<file path="config.mk">
export PLATFORM = sky130hd
export DESIGN_NAME = ipc_doorbell_master
export DESIGN_NICKNAME = d
export VERILOG_FILES = /design/src/rtl/ipc_doorbell_master.sv
export SDC_FILE = /design/constraint.sdc
export NUM_CORES = 1
export LEC_CHECK = 0
export CORE_MARGIN = 3
export CORE_UTILIZATION = 33
export DETAILED_ROUTE_END_ITERATION = 8
export PLACE_DENSITY = 0.77
export SLEW_MARGIN = 15
export SYNTH_ARGS = -nofsm -noshare
export SYNTH_HDL_FRONTEND = slang
export SYNTH_SLANG_ARGS = --single-unit
</file>
<file path="constraint.sdc">
create_clock -name clk -period 1.6 [get_ports clk]
set_clock_uncertainty 0.1 [all_clocks]
set_input_delay 0.32 -clock clk [delete_from_list [all_inputs] [get_ports clk]]
set_output_delay 0.32 -clock clk [all_outputs]
set_load 0.03 [all_outputs]
</file>
<file path="src/rtl/ipc_doorbell_master.sv">
// ipc_doorbell_master
// AHB-Lite write-only initiator that raises and clears APU soft IRQs.
// Hardware event sources post per-cycle set/clear requests. The requests are
// merged into two pending vectors. Each non-empty vector is then written as
// one 32-bit word to SOFTIRQ_CLR or SOFTIRQ_SET. A pending clear is always
// issued before a pending set.
//
// Ports
//   clk, rst_n      clock, asynchronous active-low reset
//   req_set/req_clr per-cycle set/clear requests, one bit per soft IRQ
//   busy            something pending or a transfer in flight
//   err             one-cycle pulse after a write completed with an error
//   ahblm_*         AHB-Lite master port (IDLE/NONSEQ, single word writes)
module ipc_doorbell_master #(
    parameter int                N_IRQ    = 2,
    parameter int                W_ADDR   = 16,
    parameter logic [W_ADDR-1:0] ADDR_SET = 16'h0000,
    parameter logic [W_ADDR-1:0] ADDR_CLR = 16'h0004
) (
    input  logic              clk,
    input  logic              rst_n,
    input  logic [N_IRQ-1:0]  req_set,
    input  logic [N_IRQ-1:0]  req_clr,
    output logic              busy,
    output logic              err,
    output logic [W_ADDR-1:0] ahblm_haddr,
    output logic [1:0]        ahblm_htrans,
    output logic              ahblm_hwrite,
    output logic [2:0]        ahblm_hsize,
    input  logic              ahblm_hready,
    output logic [31:0]       ahblm_hwdata,
    input  logic              ahblm_hresp
);

    typedef enum logic [1:0] {
        ST_IDLE = 2'b00,
        ST_ADDR = 2'b01,
        ST_DATA = 2'b10
    } state_t;

    state_t              state_r, state_s;
    logic [N_IRQ-1:0]    set_pend_r, set_pend_s;
    logic [N_IRQ-1:0]    clr_pend_r, clr_pend_s;
    logic [N_IRQ-1:0]    set_base_s, clr_base_s;
    logic [N_IRQ-1:0]    wdata_r, wdata_s;
    logic                is_clr_r, is_clr_s;
    logic [W_ADDR-1:0]   haddr_r, haddr_s;
    logic [1:0]          htrans_r, htrans_s;
    logic                hwrite_r, hwrite_s;
    logic [31:0]         hwdata_r, hwdata_s;
    logic                busy_r, busy_s;
    logic                err_r, err_s;

    // Next-state, request merging and next values of the registered bus outputs.
    always_comb begin
        state_s    = state_r;
        wdata_s    = wdata_r;
        is_clr_s   = is_clr_r;
        err_s      = 1'b0;
        set_base_s = set_pend_r;
        clr_base_s = clr_pend_r;

        case (state_r)
            ST_IDLE: begin
                // Clear goes first so that a set posted after it ends up winning.
                if (|clr_pend_r) begin
                    is_clr_s   = 1'b1;
                    wdata_s    = clr_pend_r;
                    clr_base_s = {N_IRQ{1'b0}};
                    state_s    = ST_ADDR;
                end else if (|set_pend_r) begin
                    is_clr_s   = 1'b0;
                    wdata_s    = set_pend_r;
                    set_base_s = {N_IRQ{1'b0}};
                    state_s    = ST_ADDR;
                end else begin
                    state_s    = ST_IDLE;
                end
            end
            ST_ADDR: begin
                if (ahblm_hready) begin
                    state_s = ST_DATA;
                end else begin
                    state_s = ST_ADDR;
                end
            end
            ST_DATA: begin
                // An errored write is not retried; its snapshot is simply dropped.
                if (ahblm_hready) begin
                    state_s = ST_IDLE;
                    err_s   = ahblm_hresp;
                end else begin
                    state_s = ST_DATA;
                end
            end
            default: begin
                state_s = ST_IDLE;
            end
        endcase

        // Merge this cycle's requests after the snapshot is removed. The last
        // request for a bit wins. Within one cycle, set beats clear.
        set_pend_s = (set_base_s & ~req_clr) | req_set;
        clr_pend_s = (clr_base_s | req_clr) & ~req_set;

        htrans_s = (state_s == ST_ADDR) ? 2'b10 : 2'b00;
        hwrite_s = (state_s == ST_ADDR);

        if (state_s == ST_ADDR) begin
            haddr_s = is_clr_s ? ADDR_CLR : ADDR_SET;
        end else begin
            haddr_s = haddr_r;
        end

        hwdata_s = 32'h0000_0000;
        if (state_s == ST_DATA) begin
            hwdata_s[N_IRQ-1:0] = wdata_s;
        end else begin
            hwdata_s = 32'h0000_0000;
        end

        busy_s = (|set_pend_s) || (|clr_pend_s) || (state_s != ST_IDLE);
    end

    // FSM state, pending vectors, snapshot and registered outputs.
    always_ff @(posedge clk or negedge rst_n) begin
        if (!rst_n) begin
            state_r    <= ST_IDLE;
            set_pend_r <= {N_IRQ{1'b0}};
            clr_pend_r <= {N_IRQ{1'b0}};
            wdata_r    <= {N_IRQ{1'b0}};
            is_clr_r   <= 1'b0;
            haddr_r    <= ADDR_SET;
            htrans_r   <= 2'b00;
            hwrite_r   <= 1'b0;
            hwdata_r   <= 32'h0000_0000;
            busy_r     <= 1'b0;
            err_r      <= 1'b0;
        end else begin
            state_r    <= state_s;
            set_pend_r <= set_pend_s;
            clr_pend_r <= clr_pend_s;
            wdata_r    <= wdata_s;
            is_clr_r   <= is_clr_s;
            haddr_r    <= haddr_s;
            htrans_r   <= htrans_s;
            hwrite_r   <= hwrite_s;
            hwdata_r   <= hwdata_s;
            busy_r     <= busy_s;
            err_r      <= err_s;
        end
    end

    assign ahblm_haddr  = haddr_r;
    assign ahblm_htrans = htrans_r;
    assign ahblm_hwrite = hwrite_r;
    assign ahblm_hsize  = 3'b010;
    assign ahblm_hwdata = hwdata_r;
    assign busy         = busy_r;
    assign err          = err_r;

endmodule

</file>
==> flow_summary.toml <==
[route]
vias = 633
routedWlPerCell_um = 10.6
drc_errors = 0
wl_um = 1740
antenna_left = 0
avgViaCountPerCell = 3.84
drtIter0Drc = 17
first_pass_iters = 4

[min_path]
holdCritPathClass = "in -> async"

[run_status]
failed_checks = "negative setup slack"
status = "finished, violations left"

[place]
post-place-cells = 159
dpl.hpwl_um = 1310
dp_slack_ps = -279
dpl_cell_area_sq_mm = 0.00107
numPortBuffers = 14
place_congestion = 0.814

[logic_synthesis]
yosysUniqueCellTypes = 24
ys_seq_elements = 15
synth_top_area_share_pct = 37.3
synth_largest_area_cell = "buf_4"
synth.area.top_cells = "buf_4 37%, dfrtp_1 37%, nor2_1 2.6%"
synth_most_common_cell = "buf_4"
yosys-top-cells-count = "50 x buf_4, 15 x dfrtp_1, 7 x nor2_1, 5 x a21oi_1"
synth-edff-count = 0
seq_area_frac_synth_pct = 37.3
syn-cell-area_sq_mm = 0.00101
yosys_warnings = 0
syn_inst = 106
syn_avg_cell_area_sq_um = 9.50
synthArstFlopShare_pct = 100
synthFlopType = "dfrtp_1"

[grt]
grt_usage_pct = 8.93
grt_pass1_wl_um = 2370
first_global_vias = 543
grt_start_max_net_pins = 16
grt.overflow.total = 0
antenna_found_initial = 0

[timing]
hold_viol = 0
fmax_mhz = 621
rsz0062_at_grt = "true"
slew_viol_final = 0
setup_slack_ps = -10.3
setup_violations = 1
fin_crit_ps = 1610
hold_ws_ps = 249
min_period_over_period_pct = 101

[floorplanning]
die_x_um = 61.2
fp.dieH_um = 61.2
start_util_pct = 35.6
pin_count = 64
coreArea_sq_mm = 0.00283
row_count = 19
die_area_sq_mm = 0.00375

[worst_setup_path]
worst-r2r-cell-count = 4
worstPathMaxFanout = 4
r2r-start = "clr_pend_r[0]"
cp.arrival_ps = 1660
slowest_delay_ps = 540
timing.reg2reg.setup_slack_ps = -10
start_kind = "flop"
cp_num_buf_inv = 0
r2r_end = "busy"
cp_cell_sequence = "nor2_4, and3b_2, a211oi_2, or4_1"
slowest_stage = "or4_1"
cp-end-kind = "flop"
crit_family = "simple AND/OR/NAND/NOR gates"
startpoint = "clr_pend_r[0]"
critical_path_class = "reg -> reg"
crit_required_ps = 1650

[pwr]
power_leakage_nw = 0.593
power.density_mw_per_mm2 = 1500
ir_drop_uv = 440
finalPower_mw = 1.71

[clock_tree]
cts_sinks = 15
clk_pin_slew_ps = 80
insertion_delay_ps = 280
cts_tree = "done"
cts_buffers = 3
htree_num_levels = 1
cts_root_buffer = "clkbuf_4"
clock_path_buffers = 2
hold_buffers = 0

[final_layout]
drive_gt1_share_pct = 23.9
fin_area_sq_mm = 0.00114
final_cell_count_no_fill = 165
nets = 143
n_antenna_cell = 0
area_growth_pct = 13.4

[flow_run]
maxCapViolations = 0
sequential cells by signal, summed over array words and instances (netlist names):
register	count
busy	1
is_clr_r	1
err	1
state_r	2
clr_pend_r	2
ahblm_hwdata	2
set_pend_r	2
wdata_r	2
ahblm_haddr	1
ahblm_htrans	1
stage by stage:
step,setup TNS (ps),util (%)
global route,-89.4,40.4
floorplan,0,-
global placement,-420,37.9
finish,-10.3,40.4
CTS,0,38.7
detailed placement,-499,37.9
power by group:
| group | total, mW | internal (mW) | switching [mW] |
|---|---|---|---|
| Clock | 0.214 | 0.0969 | 0.117 |
| Sequential | 0.596 | 0.507 | 0.0890 |
| Combinational | 0.903 | 0.345 | 0.559 |
| Total | 1.71 | 0.949 | 0.764 |
how the worst max path moves through the flow:
stage            to  slack [ps]  cells past startpoint
3_3_place_gp   busy        -230                      5
4_1_cts        busy           3                      4
3_5_place_dp   busy        -280                      5
2_1_floorplan  busy           2                      4
5_1_grt        busy         -80                      4
6_report       busy         -10                      4
kinds of logic (layout without fill, tap and decap cells):
logic type             count (synthesis)  after routing  synth area share, %
other                                  2             49                0.746
AND/OR/NAND/NOR                       20             20                 12.8
buffers and inverters                 54             35                 38.8
multiplexers                           1              1                 1.12
flip-flops                            15             15                 37.3
AO/OA/AOI/OAI                         14             14                 9.32
cells in the final DEF, fill, tap and decap left out, types with 2 or more instances in the layout:
| cell type | synthesis | layout |
|---|---|---|
| a21oi_1 | 5 | 4 |
| clkbuf_4 | 0 | 3 |
| buf_4 | 50 | 13 |
| and2_1 | 2 | 2 |
| nor2_1 | 7 | 5 |
| clkdlybuf4s50_1 | 0 | 7 |
| nor2_2 | 0 | 2 |
| nor2_4 | 2 | 2 |
| dlygate4sd2_1 | 0 | 7 |
| nor2b_1 | 3 | 3 |
| dfrtp_1 | 15 | 13 |
| conb_1 | 2 | 49 |
| o22ai_2 | 0 | 2 |
| inv_1 | 3 | 3 |
| dfrtp_2 | 0 | 2 |
final cells by class:
class	instances	area (sq um)
timing repair buffer	28	240
clock buffer	4	26.3
inverter	3	11.3
multi-input combinational	84	448
sequential	15	378
tap	31	38.8
fill	299	1690
routing by layer:
| layer | vias to the layer above | track usage (%) | wire [um] |
|---|---|---|---|
| met5 | - | 0 | 0 |
| met4 | 0 | 4.02 | 17 |
| met3 | 2 | 3.56 | 159 |
| met2 | 42 | 13.4 | 828 |
| met1 | 291 | 11.2 | 735 |
| li1 | 298 | - | - |
what timing repair did:
item                                    4_1_cts  5_1_grt
pin swaps                                     0        3
setup buffers                                 0        2
cloned                                        0        0
endpoints found under the setup margin        8        4
resized for setup                             9        9
Power figures use the tool's default switching activity.
